File: config.mk
export PLATFORM = sky130hd
export DESIGN_NAME = apb_master_ctrl_flat
export DESIGN_NICKNAME = d
export VERILOG_FILES = /design/src/rtl/apb_master_ctrl_if.sv /design/src/rtl/apb_master_ctrl.sv /design/src/flat_wrapper.sv
export SDC_FILE = /design/constraint.sdc
export NUM_CORES = 1
export LEC_CHECK = 0
export ABC_AREA = 0
export CAP_MARGIN = 20
export CORE_ASPECT_RATIO = 1.4
export CORE_MARGIN = 2
export CORE_UTILIZATION = 27
export DETAILED_ROUTE_END_ITERATION = 10
export PLACE_DENSITY = 0.57
export SLEW_MARGIN = 20
export SYNTH_ARGS = -nofsm -noshare
export SYNTH_HDL_FRONTEND = slang
export SYNTH_SLANG_ARGS = --single-unit
File: constraint.sdc
create_clock -name pclk -period 3.1 [get_ports pclk]
set_input_delay 0.465 -clock pclk [delete_from_list [all_inputs] [get_ports pclk]]
set_output_delay 0.465 -clock pclk [all_outputs]
set_load 0.01 [all_outputs]
File: src/rtl/apb_master_ctrl_if.sv
// rtl/apb_master_ctrl_if.sv - local command/response and APB signal bundle for apb_master_ctrl
interface apb_master_ctrl_if #(
    parameter int ADDR_W = 8,
    parameter int DATA_W = 32
) ();
    logic              cmd_valid;
    logic              cmd_ready;
    logic              cmd_write;
    logic [ADDR_W-1:0] cmd_addr;
    logic [DATA_W-1:0] cmd_wdata;

    logic              rsp_valid;
    logic              rsp_ready;
    logic [DATA_W-1:0] rsp_rdata;
    logic              rsp_err;
    logic              rsp_timeout;

    logic [ADDR_W-1:0] paddr;
    logic              pwrite;
    logic [DATA_W-1:0] pwdata;
    logic              psel;
    logic              penable;
    logic              load;
    logic              fetch;
    logic [DATA_W-1:0] prdata;
    logic              pready;
    logic              pslverr;

    // master: the controller; slave: the local requester plus the APB target
    modport master (
        input  cmd_valid, cmd_write, cmd_addr, cmd_wdata, rsp_ready, prdata, pready, pslverr,
        output cmd_ready, rsp_valid, rsp_rdata, rsp_err, rsp_timeout,
        output paddr, pwrite, pwdata, psel, penable, load, fetch
    );

    modport slave (
        output cmd_valid, cmd_write, cmd_addr, cmd_wdata, rsp_ready, prdata, pready, pslverr,
        input  cmd_ready, rsp_valid, rsp_rdata, rsp_err, rsp_timeout,
        input  paddr, pwrite, pwdata, psel, penable, load, fetch
    );
endinterface

File: src/rtl/apb_master_ctrl.sv
// rtl/apb_master_ctrl.sv - APB initiator turning single-beat commands into SETUP/ACCESS transfers
module apb_master_ctrl #(
    parameter int ADDR_W  = 8,
    parameter int DATA_W  = 32,
    parameter int TIMEOUT = 16
) (
    input logic                pclk,
    input logic                prst,
    apb_master_ctrl_if.master  bus
);
    typedef enum logic [1:0] {IDLE, SETUP, ACCESS, RESP} state_t;

    localparam int CNT_W = (TIMEOUT > 0) ? $clog2(TIMEOUT + 1) : 1;
    localparam logic [CNT_W-1:0] CNT_MAX  = '1;
    localparam logic [CNT_W-1:0] CNT_LAST = CNT_W'((TIMEOUT > 0) ? TIMEOUT - 1 : 0);

    state_t            state, state_nxt;
    logic [CNT_W-1:0]  wait_cnt, wait_cnt_nxt;
    logic [ADDR_W-1:0] paddr_q, paddr_nxt;
    logic              pwrite_q, pwrite_nxt;
    logic [DATA_W-1:0] pwdata_q, pwdata_nxt;
    logic              psel_q, psel_nxt;
    logic              penable_q, penable_nxt;
    logic              rsp_valid_q, rsp_valid_nxt;
    logic [DATA_W-1:0] rsp_rdata_q, rsp_rdata_nxt;
    logic              rsp_err_q, rsp_err_nxt;
    logic              rsp_timeout_q, rsp_timeout_nxt;

    always_ff @(posedge pclk) begin
        if (prst) begin
            state         <= IDLE;
            wait_cnt      <= '0;
            paddr_q       <= '0;
            pwrite_q      <= 1'b0;
            pwdata_q      <= '0;
            psel_q        <= 1'b0;
            penable_q     <= 1'b0;
            rsp_valid_q   <= 1'b0;
            rsp_rdata_q   <= '0;
            rsp_err_q     <= 1'b0;
            rsp_timeout_q <= 1'b0;
        end else begin
            state         <= state_nxt;
            wait_cnt      <= wait_cnt_nxt;
            paddr_q       <= paddr_nxt;
            pwrite_q      <= pwrite_nxt;
            pwdata_q      <= pwdata_nxt;
            psel_q        <= psel_nxt;
            penable_q     <= penable_nxt;
            rsp_valid_q   <= rsp_valid_nxt;
            rsp_rdata_q   <= rsp_rdata_nxt;
            rsp_err_q     <= rsp_err_nxt;
            rsp_timeout_q <= rsp_timeout_nxt;
        end
    end

    always_comb begin
        state_nxt       = state;
        wait_cnt_nxt    = wait_cnt;
        paddr_nxt       = paddr_q;
        pwrite_nxt      = pwrite_q;
        pwdata_nxt      = pwdata_q;
        psel_nxt        = psel_q;
        penable_nxt     = penable_q;
        rsp_valid_nxt   = rsp_valid_q;
        rsp_rdata_nxt   = rsp_rdata_q;
        rsp_err_nxt     = rsp_err_q;
        rsp_timeout_nxt = rsp_timeout_q;
        case (state)
            IDLE: begin
                if (bus.cmd_valid) begin
                    paddr_nxt   = bus.cmd_addr;
                    pwrite_nxt  = bus.cmd_write;
                    pwdata_nxt  = bus.cmd_write ? bus.cmd_wdata : '0;
                    psel_nxt    = 1'b1;
                    penable_nxt = 1'b0;
                    state_nxt   = SETUP;
                end
            end
            SETUP: begin
                penable_nxt  = 1'b1;
                wait_cnt_nxt = '0;
                state_nxt    = ACCESS;
            end
            ACCESS: begin
                // a ready slave wins over a timeout expiring on the same edge
                if (bus.pready) begin
                    rsp_rdata_nxt   = pwrite_q ? '0 : bus.prdata;
                    rsp_err_nxt     = bus.pslverr;
                    rsp_timeout_nxt = 1'b0;
                    psel_nxt        = 1'b0;
                    penable_nxt     = 1'b0;
                    rsp_valid_nxt   = 1'b1;
                    state_nxt       = RESP;
                end else if ((TIMEOUT != 0) && (wait_cnt == CNT_LAST)) begin
                    rsp_rdata_nxt   = '0;
                    rsp_err_nxt     = 1'b1;
                    rsp_timeout_nxt = 1'b1;
                    psel_nxt        = 1'b0;
                    penable_nxt     = 1'b0;
                    rsp_valid_nxt   = 1'b1;
                    state_nxt       = RESP;
                end else if (wait_cnt != CNT_MAX) begin
                    wait_cnt_nxt = wait_cnt + CNT_W'(1);
                end
            end
            RESP: begin
                if (bus.rsp_ready) begin
                    rsp_valid_nxt = 1'b0;
                    state_nxt     = IDLE;
                end
            end
            default: state_nxt = IDLE;
        endcase
    end

    assign bus.cmd_ready   = (state == IDLE) && !prst;
    assign bus.paddr       = paddr_q;
    assign bus.pwrite      = pwrite_q;
    assign bus.pwdata      = pwdata_q;
    assign bus.psel        = psel_q;
    assign bus.penable     = penable_q;
    assign bus.load        = psel_q && pwrite_q;
    assign bus.fetch       = psel_q && !pwrite_q;
    assign bus.rsp_valid   = rsp_valid_q;
    assign bus.rsp_rdata   = rsp_rdata_q;
    assign bus.rsp_err     = rsp_err_q;
    assign bus.rsp_timeout = rsp_timeout_q;
endmodule
File: src/flat_wrapper.sv
// flat-port wrapper written by rule: the top's interface ports become plain ports
module apb_master_ctrl_flat 
#(
    parameter int ADDR_W  = 8,
    parameter int DATA_W  = 32,
    parameter int TIMEOUT = 16
)
  (pclk, prst, bus_cmd_valid, bus_cmd_write, bus_cmd_addr, bus_cmd_wdata, bus_rsp_ready, bus_prdata, bus_pready, bus_pslverr, bus_cmd_ready, bus_rsp_valid, bus_rsp_rdata, bus_rsp_err, bus_rsp_timeout, bus_paddr, bus_pwrite, bus_pwdata, bus_psel, bus_penable, bus_load, bus_fetch);
  apb_master_ctrl_if #(.ADDR_W(ADDR_W), .DATA_W(DATA_W)) bus_i ();
  input logic pclk;
  input logic prst;
  input wire logic [$bits(bus_i.cmd_valid)-1:0] bus_cmd_valid;
  input wire logic [$bits(bus_i.cmd_write)-1:0] bus_cmd_write;
  input wire logic [$bits(bus_i.cmd_addr)-1:0] bus_cmd_addr;
  input wire logic [$bits(bus_i.cmd_wdata)-1:0] bus_cmd_wdata;
  input wire logic [$bits(bus_i.rsp_ready)-1:0] bus_rsp_ready;
  input wire logic [$bits(bus_i.prdata)-1:0] bus_prdata;
  input wire logic [$bits(bus_i.pready)-1:0] bus_pready;
  input wire logic [$bits(bus_i.pslverr)-1:0] bus_pslverr;
  output wire logic [$bits(bus_i.cmd_ready)-1:0] bus_cmd_ready;
  output wire logic [$bits(bus_i.rsp_valid)-1:0] bus_rsp_valid;
  output wire logic [$bits(bus_i.rsp_rdata)-1:0] bus_rsp_rdata;
  output wire logic [$bits(bus_i.rsp_err)-1:0] bus_rsp_err;
  output wire logic [$bits(bus_i.rsp_timeout)-1:0] bus_rsp_timeout;
  output wire logic [$bits(bus_i.paddr)-1:0] bus_paddr;
  output wire logic [$bits(bus_i.pwrite)-1:0] bus_pwrite;
  output wire logic [$bits(bus_i.pwdata)-1:0] bus_pwdata;
  output wire logic [$bits(bus_i.psel)-1:0] bus_psel;
  output wire logic [$bits(bus_i.penable)-1:0] bus_penable;
  output wire logic [$bits(bus_i.load)-1:0] bus_load;
  output wire logic [$bits(bus_i.fetch)-1:0] bus_fetch;
  assign bus_i.cmd_valid = bus_cmd_valid;
  assign bus_i.cmd_write = bus_cmd_write;
  assign bus_i.cmd_addr = bus_cmd_addr;
  assign bus_i.cmd_wdata = bus_cmd_wdata;
  assign bus_i.rsp_ready = bus_rsp_ready;
  assign bus_i.prdata = bus_prdata;
  assign bus_i.pready = bus_pready;
  assign bus_i.pslverr = bus_pslverr;
  assign bus_cmd_ready = bus_i.cmd_ready;
  assign bus_rsp_valid = bus_i.rsp_valid;
  assign bus_rsp_rdata = bus_i.rsp_rdata;
  assign bus_rsp_err = bus_i.rsp_err;
  assign bus_rsp_timeout = bus_i.rsp_timeout;
  assign bus_paddr = bus_i.paddr;
  assign bus_pwrite = bus_i.pwrite;
  assign bus_pwdata = bus_i.pwdata;
  assign bus_psel = bus_i.psel;
  assign bus_penable = bus_i.penable;
  assign bus_load = bus_i.load;
  assign bus_fetch = bus_i.fetch;
  apb_master_ctrl #(.ADDR_W(ADDR_W), .DATA_W(DATA_W), .TIMEOUT(TIMEOUT)) u_core (.pclk(pclk), .prst(prst), .bus(bus_i));
endmodule
==> results of run 1 <==
## final cells by class
class | count | area share, %
Clock inverter | 4 | 1.80
Timing Repair Buffer | 166 | 31.0
Inverter | 5 | 0.356
Multi-Input combinational cell | 265 | 26.4
Tap cell | 147 | 3.48
Clock buffer | 12 | 4.67
Sequential cell | 85 | 32.2
## through the flow
step	total power [mW]	util, %	std cells	cell area [um2]	hold slack (ns)
after floorplan	1.73	-	388	3240	0.465
after global placement	2.19	42.0	668	4940	0.438
after detailed placement	2.21	42.0	668	4940	0.442
after CTS	3.46	44.9	684	5280	0.451
after global routing	3.59	44.9	684	5280	0.472
final	3.40	44.9	684	5280	0.446
## registers in the layout, summed over array words and instances (netlist names)
signal,count
u_core.bus.psel,1
u_core.state,2
u_core.bus.pwrite,1
u_core.bus.penable,1
u_core.bus.rsp_err,1
u_core.wait_cnt,5
u_core.bus.rsp_timeout,1
u_core.bus.rsp_valid,1
u_core.bus.paddr,8
u_core.bus.rsp_rdata,32
u_core.bus.pwdata,32
## critical path: cells and delay by family (launching register included)
kind | cells | cell delay [ns]
flip-flops | 1 | 0.34
adder cells (fa/ha/maj) | 2 | 0.53
AO/OA/AOI/OAI | 1 | 0.22
AND/OR/NAND/NOR | 3 | 1.24
## how the worst min path moves through the flow
stage          slack (ns)  depth (start not counted)                   from                     to
6_report             0.45                          2   u_core.bus.pwdata[0]   u_core.bus.pwdata[0]
5_1_grt              0.47                          2   u_core.bus.pwdata[7]   u_core.bus.pwdata[7]
4_1_cts              0.45                          2   u_core.bus.pwdata[0]   u_core.bus.pwdata[0]
3_5_place_dp         0.44                          2  u_core.bus.pwdata[30]  u_core.bus.pwdata[30]
3_3_place_gp         0.44                          2  u_core.bus.pwdata[11]  u_core.bus.pwdata[11]
2_1_floorplan        0.46                          2     u_core.wait_cnt[4]     u_core.wait_cnt[4]
## cells by family (layout without fill, tap and decap cells)
group | count (synthesis) | in the layout | synth area share [%]
DFF | 85 | 85 | 52.4
AOI/OAI and AO/OA | 95 | 95 | 17.1
buffers and inverters | 38 | 187 | 4.70
adders and majority gates | 7 | 7 | 2.70
and+or+nand+nor | 163 | 163 | 23.0
## where the power goes
part	internal [mW]	switching (mW)	leakage [nW]
Clock	0.809	0.415	0.167
Combinational	0.444	0.426	0.988
Sequential	1.22	0.0823	0.690
Total	2.48	0.923	1.85
## cell usage in the layout, fill, tap and decap left out, types with 2 or more instances in the layout
cell type and instances:
clkbuf_1 2, buf_4 7, clkbuf_16 9, a21oi_1 63, or3_1 3, nor2_1 19
and2_1 2, nand3_1 51, a22oi_1 17, o21ai_0 2, nand2b_1 4, o21ai_1 2
nor2b_1 6, ha_1 7, clkdlybuf4s50_1 158, or4b_1 2, dfxtp_1 85, inv_1 5
o31ai_1 2, bufinv_16 3, a211oi_1 2, nand2_1 70
## routing by layer
| metal | routed length [um] | up-vias | GRT usage [%] |
|---|---|---|---|
| li1 | - | 1623 | - |
| met1 | 3920 | 1474 | 17.1 |
| met2 | 4720 | 122 | 25.9 |
| met3 | 803 | 12 | 5.30 |
| met4 | 172 | 0 | 6.73 |
| met5 | 0 | - | 0 |
==> run metrics, run 1 <==
worst skew pair latency=0.33 ns; Final Critical Period=about 2.4 ns; number of top-level pins=160; slew of the pin with the lowest slew margin=about 0.66 ns; Starting Density=27.6%; RD Place Congestion=~0.78; FF-to-FF Start=u_core.wait_cnt[0]; Min-Delay Path Class=register to register; most frequent cell after synthesis=dfxtp_1; cells along the critical path=ha_1 > and3_1 > ha_1 > or4b_1 > or3_1 > a211oi_2; largest net degree at the start of global routing=52; Fmax=418 MHz; Final Max Slew Viols=0; Post-synth top cells=85 x dfxtp_1, 70 x nand2_1, 63 x a21oi_1; Synth Cell Area=between 0.003 and 0.004 mm2; P_leak=1.85 nW; cells after synthesis=388; ant diodes=0; RSZ-0062 raised after global routing=no; Post-Syn Nets=between 400 and 500; setup violators final=0; first-pass GRT wire length=approximately 16 mm; initial antenna violation count=0; Worst R2R Path Depth=6; Die Y=134 um; vias in the first global route=~3.2k; crit path max-delay cell type=or4b_1; area of the core=between 0.01 and 0.015 mm2; GRT Overall Usage=15.2%; fin crit share=77.2%; post-synthesis register bit count=85; num rows=47; drc violations=0; total number of vias=3231; worst path required time=~3.4 ns; Avg Inst Size Synth=8.36 um2; gr ovfl total=0; sequential cell area=0.00170 mm2; Clk pin slew, worst setup/hold paths=0.06 ns; final antenna-violating net count=0; outcome=finished clean; top cell type's share of synthesized area=approximately 52%; CTS tree=yes; sequential element share of the synthesized area=52.4%; PwrDens=644 mW/mm2; FFs w/ async S/R, synth=0%; most area-consuming cells after synthesis=dfxtp_1 52%, a21oi_1 9.7%, nand2_1 8.1%; Slew HR=55.7%; CTS buffer count=9; 1st-iter DRT viols=114; CP startpoint kind=register; CP peak stage delay=0.62 ns; H-tree levels=3; CP startpoint=u_core.wait_cnt[0]; clock sink total=85; Critical Path AT=2.64 ns; area grow syn2layout=62.7%; CP most frequent cell=ha_1; post-DR vias/cell=4.72; clk_skew=between 0.004 and 0.005 ns; Max-Cap Viols=0; crit path to=u_core.wait_cnt[3]; DPL Wire Length=6.85 mm; WL/cell=14.1 um; distinct cell type count after synthesis=33; Filler Cell Count=1173; setup ws final=0.707 ns; Die Area=0.0129 mm2; Die X=96.6 um; Crit Path Category=register to register; synth warn=0; Buffers on Ports=159; share of post-route cells with drive strength above 1=under 10%; Crit Path Max Fanout=9; CTS max path bufs=2; Routed WL=9.61 mm; hold_buf cts=0; reg2reg setup slack=between 0.7 and 0.8 ns; post-CTS setup buffers=0; VDD IR max=about 0.34 mV; cell taking the most area after synthesis=dfxtp_1; Setup TNS=0 ns; Post-synth EDFFs=0; drt pass-1 iters=4; Final Hold Viols=0; CTS resizes=0; pre-CTS WS=0.608 ns; clk root buf=clkbuf_16; reg2reg end=u_core.wait_cnt[3]; multi-input combinational cell area=roughly 0.0014 mm2; ys flop type=dfxtp_1; crit end category=register; nets=618
Note: power is estimated with default switching activity, not from simulation.
==> run 2, diff against run 1 <==
==> constraint.sdc (replaced) <==
create_clock -name pclk -period 2.37 [get_ports pclk]
set_input_delay 0.3555 -clock pclk [delete_from_list [all_inputs] [get_ports pclk]]
set_output_delay 0.3555 -clock pclk [all_outputs]
set_load 0.01 [all_outputs]
==> run 2 against run 1 <==
Clock power increased by 13%. Maximum frequency increased by 8.5%. Cell area decreased by 0.17%. Cell count increased by 0.44%. Core utilization decreased by 0.074 points. Worst setup slack got worse by 0.54 ns. Count of clock-buffer cells in the layout decreased by 1. Combinational power increased by 35%. Highest routed layer unchanged.
==> run metrics, run 2 (synthesized netlist as in run 1, its figures left out) <==
vias in the first global route=3196 (-1.2%); total number of vias=3230 (-0.031%); final hold slack=0.402 ns (-0.0441 ns); Die Y=134 um (unchanged); fin area=0.00527 mm2 (-0.17%); area grow syn2layout=62.4%; met1 Use GR=18.0% (+0.94 points); GRT Overall Usage=15.4% (+0.16 points); first-pass GRT wire length=16.2 mm (+1.5%); Fmax=454 MHz (+8.5%); CP startpoint kind=register; Switching Power=1.23 mW (+34%); most frequent cells in the layout=158 x clkdlybuf4s50_1, 85 x dfxtp_1, 70 x nand2_1, 63 x a21oi_1, 51 x nand3_1; share of post-route cells with drive strength above 1=5.37% (+0.71 points); met2 usage=26.0% (+0.077 points); largest net degree at the start of global routing=40 (-23%); H-tree levels=3 (unchanged); Critical Path AT=2.46 ns (-0.18 ns); drt pass-1 iters=7 (+3); pre-CTS WS=0.0699 ns (-0.538 ns); commonest non-fill, non-tap cell in the layout=clkdlybuf4s50_1; Max-Cap Viols=0 (unchanged); Clk pin slew, worst setup/hold paths=0.06 ns (about the same); slew of the pin with the lowest slew margin=0.618 ns (-0.0464 ns); initial antenna violation count=0 (unchanged); hold_buf cts=0 (unchanged); setup ws final=0.165 ns (-0.542 ns); internal power=3.02 mW (+22%); Setup TNS=0 ns (unchanged); DPL Wire Length=6.90 mm (+0.64%); outcome=finished clean; num rows=47 (unchanged); RSZ-0062 raised after global routing=no; reg2reg setup slack=0.16 ns (-0.54 ns); clock share of power=32.5% (-3.5 points); 1st-iter DRT viols=104 (-8.8%); fin crit share=93.0% (+16 points); Comb power frac=27.5% (+1.9 points); nets=621 (+0.49%); area of the core=0.0118 mm2 (unchanged); Flop pwr share=40.0% (+1.6 points); Worst R2R Path Depth=6 (unchanged); placed cell count=671 (+0.45%); Filler Cell Count=1158 (-1.3%); Crit Path Category=register to register; Routed WL=9.75 mm (+1.5%); setup violators final=0 (unchanged); post-CTS setup buffers=0 (unchanged); CP startpoint=u_core.wait_cnt[0]; crit end category=register; Layout Cells excl Fill=687 (+0.44%); Slew HR=58.8% (+3.1 points); Final Hold Viols=0 (unchanged); clk root buf=clkbuf_16; drc violations=0 (unchanged); number of top-level pins=160 (unchanged); Buffers on Ports=159 (unchanged); final antenna-violating net count=0 (unchanged); final core occ=44.8% (-0.074 points); PwrDens=807 mW/mm2 (+25%); clk_skew=0.00644 ns (+0.00190 ns); post-DR vias/cell=4.70 (-0.47%); Tot Pwr=4.25 mW (+25%); CTS max path bufs=2 (unchanged); Die Area=0.0129 mm2 (unchanged); CTS tree=yes; Crit Path Max Fanout=7 (-2); Post-DP Area=0.00497 mm2 (+0.71%); crit path to=u_core.wait_cnt[3]; GRT busiest layer=met2; Min-Delay Path Class=input pin to register; gr ovfl total=0 (unchanged); sw frac=29.0% (+1.9 points); P_leak=1.83 nW (-0.71%); ant diodes=0 (unchanged); CTS buffer count=9 (unchanged); Final Max Slew Viols=0 (unchanged); Final Critical Period=2.21 ns (-0.188 ns); worst skew pair latency=0.33 ns (about the same); Die X=96.6 um (unchanged); reg2reg end=u_core.wait_cnt[3]; VDD IR max=0.329 mV (-3.6%); Starting Density=27.6% (unchanged); RD Place Congestion=0.755 (-2.9%); FF-to-FF Start=u_core.wait_cnt[0]; clock sink total=85 (unchanged); met3 GRT Util=5.82% (+0.52 points); WL/cell=14.2 um (+1.0%); worst path required time=2.63 ns (-0.72 ns)
-- run 2: cell count changes in the layout (fill, tap and decap cells not counted), sizes merged --
| cell | change |
|---|---|
| clkbuf | -1 |
| clkinvlp | +3 |
| buf | +3 |
| bufinv | -2 |
-- run 2: final cells by class --
type,count,area (um2),share of cell area (%)
clock buffer,11,233,4.42
clock inverter,5,61.3,1.16
inverter,5,18.8,0.356
multi-input combinational,265,1400,26.5
sequential,85,1700,32.3
tap,147,184,3.49
timing repair buffer,169,1670,31.8
-- run 2: worst min-delay path by stage --
stage	slack [ns]	end	startpoint	depth (start not counted)
6_report	0.40	u_core.bus.pwdata[7]	prst	2
2_1_floorplan	0.46	u_core.wait_cnt[4]	u_core.wait_cnt[4]	2
3_3_place_gp	0.44	u_core.bus.pwdata[15]	u_core.bus.pwdata[15]	2
4_1_cts	0.39	u_core.bus.pwdata[7]	prst	2
3_5_place_dp	0.44	u_core.bus.pwdata[26]	u_core.bus.pwdata[26]	2
5_1_grt	0.42	u_core.bus.pwdata[5]	prst	2
-- run 2: critical path, stage by stage, from the launching register on --
cell      delay (ns)
dfxtp_1         0.33
ha_1            0.22
and3_1          0.21
ha_1            0.23
or4b_4          0.57
or3_1           0.38
a211oi_2        0.20
-- run 2: power by group through the flow --
stage          Combinational, mW  Clock [mW]  Sequential [mW]
2_1_floorplan              0.472           0             1.80
3_3_place_gp                1.16           0             1.72
3_5_place_dp                1.18           0             1.73
4_1_cts                     1.19        1.44             1.70
5_1_grt                     1.28        1.50             1.72
6_report                    1.17        1.38             1.70
-- run 2: metal layers --
| metal | up-vias | share of wire [%] |
|---|---|---|
| met4 | 0 | 1.1 |
| li1 | 1622 | - |
| met5 | - | 0 |
| met1 | 1471 | 43 |
| met3 | 7 | 8.5 |
| met2 | 130 | 48 |
-- run 2: what timing repair did --
| action | 4_1_cts | 5_1_grt |
|---|---|---|
| resized for setup | 0 | 1 |
| endpoints found under the setup margin | 0 | 2 |
| hold endpoints to repair | 0 | 0 |
==> run 3, diff against run 2 <==
--- a/config.mk
+++ b/config.mk
@@ -9,9 +9,9 @@
 export CAP_MARGIN = 20
 export CORE_ASPECT_RATIO = 1.4
 export CORE_MARGIN = 2
-export CORE_UTILIZATION = 27
+export CORE_UTILIZATION = 40
 export DETAILED_ROUTE_END_ITERATION = 10
-export PLACE_DENSITY = 0.57
+export PLACE_DENSITY = 0.8
 export SLEW_MARGIN = 20
 export SYNTH_ARGS = -nofsm -noshare
 export SYNTH_HDL_FRONTEND = slang
==> run 3 against run 2 <==
Die area down 31%. Power down 11%. Clock power down 33%. Count of clock-buffer cells in the layout up 1. Highest routed layer unchanged. Global-route usage up 6.0 points. Non-clock buffer count down 1. Largest cell class unchanged. Sequential power about the same. Largest power group unchanged.
==> run metrics, run 3 (synthesized netlist as in run 1, its figures left out) <==
outcome=finished clean; hold_buf cts=0 (unchanged); clk root buf=clkbuf_8; Die X=80.1 um (-17%); drc violations=0 (unchanged); Crit Path Max Fanout=7 (unchanged); area of the core=0.00780 mm2 (-34%); drt pass-1 iters=4 (-3); worst path required time=2.63 ns (about the same); total number of vias=3313 (+2.6%); CP Buf/Inv Count=0 (unchanged); post-CTS setup buffers=0 (unchanged); area grow syn2layout=56.4%; RSZ-0062 raised after global routing=no; Crit Path Category=register to register; nets=620 (-0.16%); commonest non-fill, non-tap cell in the layout=clkdlybuf4s50_1; GRT Overall Usage=21.3% (+6.0 points); Die Area=0.00886 mm2 (-31%); cells along the critical path=ha_1 > and3_1 > ha_1 > or4b_4 > or3_1 > a211oi_2; Routed WL=9.38 mm (-3.8%); CP most frequent cell=ha_1; slew of the pin with the lowest slew margin=0.879 ns (+0.261 ns); final antenna-violating net count=0 (unchanged); Top delay family on crit path=simple AND/OR/NAND/NOR gates; Die Y=111 um (-17%); clk_skew=0.0108 ns (+0.00441 ns); Starting Density=41.6% (+14 points); Final Hold Viols=0 (unchanged); H-tree levels=3 (unchanged); final core occ=65.1% (+20 points); gr ovfl total=0 (unchanged); initial antenna violation count=0 (unchanged); crit path max-delay cell type=or4b_4; fin crit share=93.1% (about the same); Buffers on Ports=159 (unchanged); DPL Wire Length=6.48 mm (-6.1%); Clk pin slew, worst setup/hold paths=0.08 ns (+0.02 ns); P_leak=1.78 nW (-2.9%); Final Critical Period=2.21 ns (+0.00121 ns); Min-Delay Path Class=input pin to register; CTS max path bufs=2 (unchanged); WL/cell=14.7 um (+3.6%); share of post-route cells with drive strength above 1=5.20% (-0.17 points); CTS tree=yes; CP startpoint kind=register; largest net degree at the start of global routing=85 (+110%); crit end category=register; Max-Cap Viols=0 (unchanged); number of top-level pins=160 (unchanged); most frequent cells in the layout=158 x clkdlybuf4s50_1, 85 x dfxtp_1, 70 x nand2_1, 63 x a21oi_1, 51 x nand3_1; setup violators final=0 (unchanged); CTS buffer count=9 (unchanged); Final Max Slew Viols=0 (unchanged); first-pass GRT wire length=15.1 mm (-6.7%); VDD IR max=0.426 mV (+30%); 1st-iter DRT viols=94 (-9.6%); RD Place Congestion=0.762 (+0.98%); post-DR vias/cell=5.19 (+10%); Critical Path AT=2.47 ns (about the same); Setup TNS=0 ns (unchanged); Fmax=453 MHz (about the same); vias in the first global route=3160 (-1.1%); num rows=38 (-19%); PwrDens=745 mW/mm2 (-7.6%); CP peak stage delay=0.57 ns (about the same); ant diodes=0 (unchanged); worst skew pair latency=0.34 ns (about the same); clock sink total=85 (unchanged); Slew HR=41.4% (-17 points)
## run 3: cell count changes in the layout (fill, tap and decap cells not counted), sizes merged
cell,delta
clkbuf,+1
bufinv,-1
clkinvlp,-2
buf,-1
clkinv,+1
## run 3: metrics by stage
step / worst slack [ns] / total power, mW / instance area, um2 / hold slack, ns / std cells
detailed placement: 0.0940 / 2.89 / 4890 / 0.446 / 623
global route: 0.0505 / 4.00 / 5070 / 0.431 / 638
finish: 0.164 / 3.78 / 5070 / 0.410 / 638
floorplan: 0.128 / 2.27 / 3240 / 0.465 / 388
global placement: 0.177 / 2.85 / 4890 / 0.437 / 623
CTS: 0.0742 / 3.82 / 5070 / 0.384 / 638
## run 3: final timing paths
check	startpoint	endpoint	slack (ns)	cells past startpoint
max	u_core.wait_cnt[0]	u_core.wait_cnt[3]	0.16	6
min	prst	u_core.state[1]	0.41	4
max reg2reg	u_core.wait_cnt[0]	u_core.wait_cnt[3]	0.16	6
min reg2reg	u_core.bus.pwdata[14]	u_core.bus.pwdata[14]	0.46	2
## run 3: where the power goes
part | leakage (nW) | internal (mW) | switching [mW] | total, mW
registers | 0.690 | 1.60 | 0.104 | 1.70
clock network | 0.0884 | 0.434 | 0.493 | 0.926
logic | 1.00 | 0.586 | 0.566 | 1.15
total | 1.78 | 2.62 | 1.16 | 3.78
## run 3: layout make-up
type / instances / area (um2)
Timing Repair Buffer: 168 / 1650
Clock inverter: 3 / 21.3
Clock buffer: 12 / 155
Inverter: 5 / 18.8
Fill cell: 668 / 2720
Sequential cell: 85 / 1700
Tap cell: 100 / 125
Multi-Input combinational cell: 265 / 1400
## run 3: worst register-to-register path, cell delays in order (launching register included)
cell and delay (ns):
dfxtp_1 0.34, ha_1 0.21, and3_1 0.20, ha_1 0.23
or4b_4 0.57, or3_1 0.38, a211oi_2 0.20
## run 3: what timing repair did
item                                    in CTS  in global routing
gates resized for setup                      0                  1
endpoints found under the setup margin       0                  2
hold endpoints to repair                     0                  0
## run 3: per-layer routing
metal	part of all wire, %	up-vias	GRT usage, %
met1	41	1551	25.1
li1	-	1622	-
met3	8.2	10	6.45
met5	0	-	0
met2	49	130	35.1
met4	1.6	0	9.60
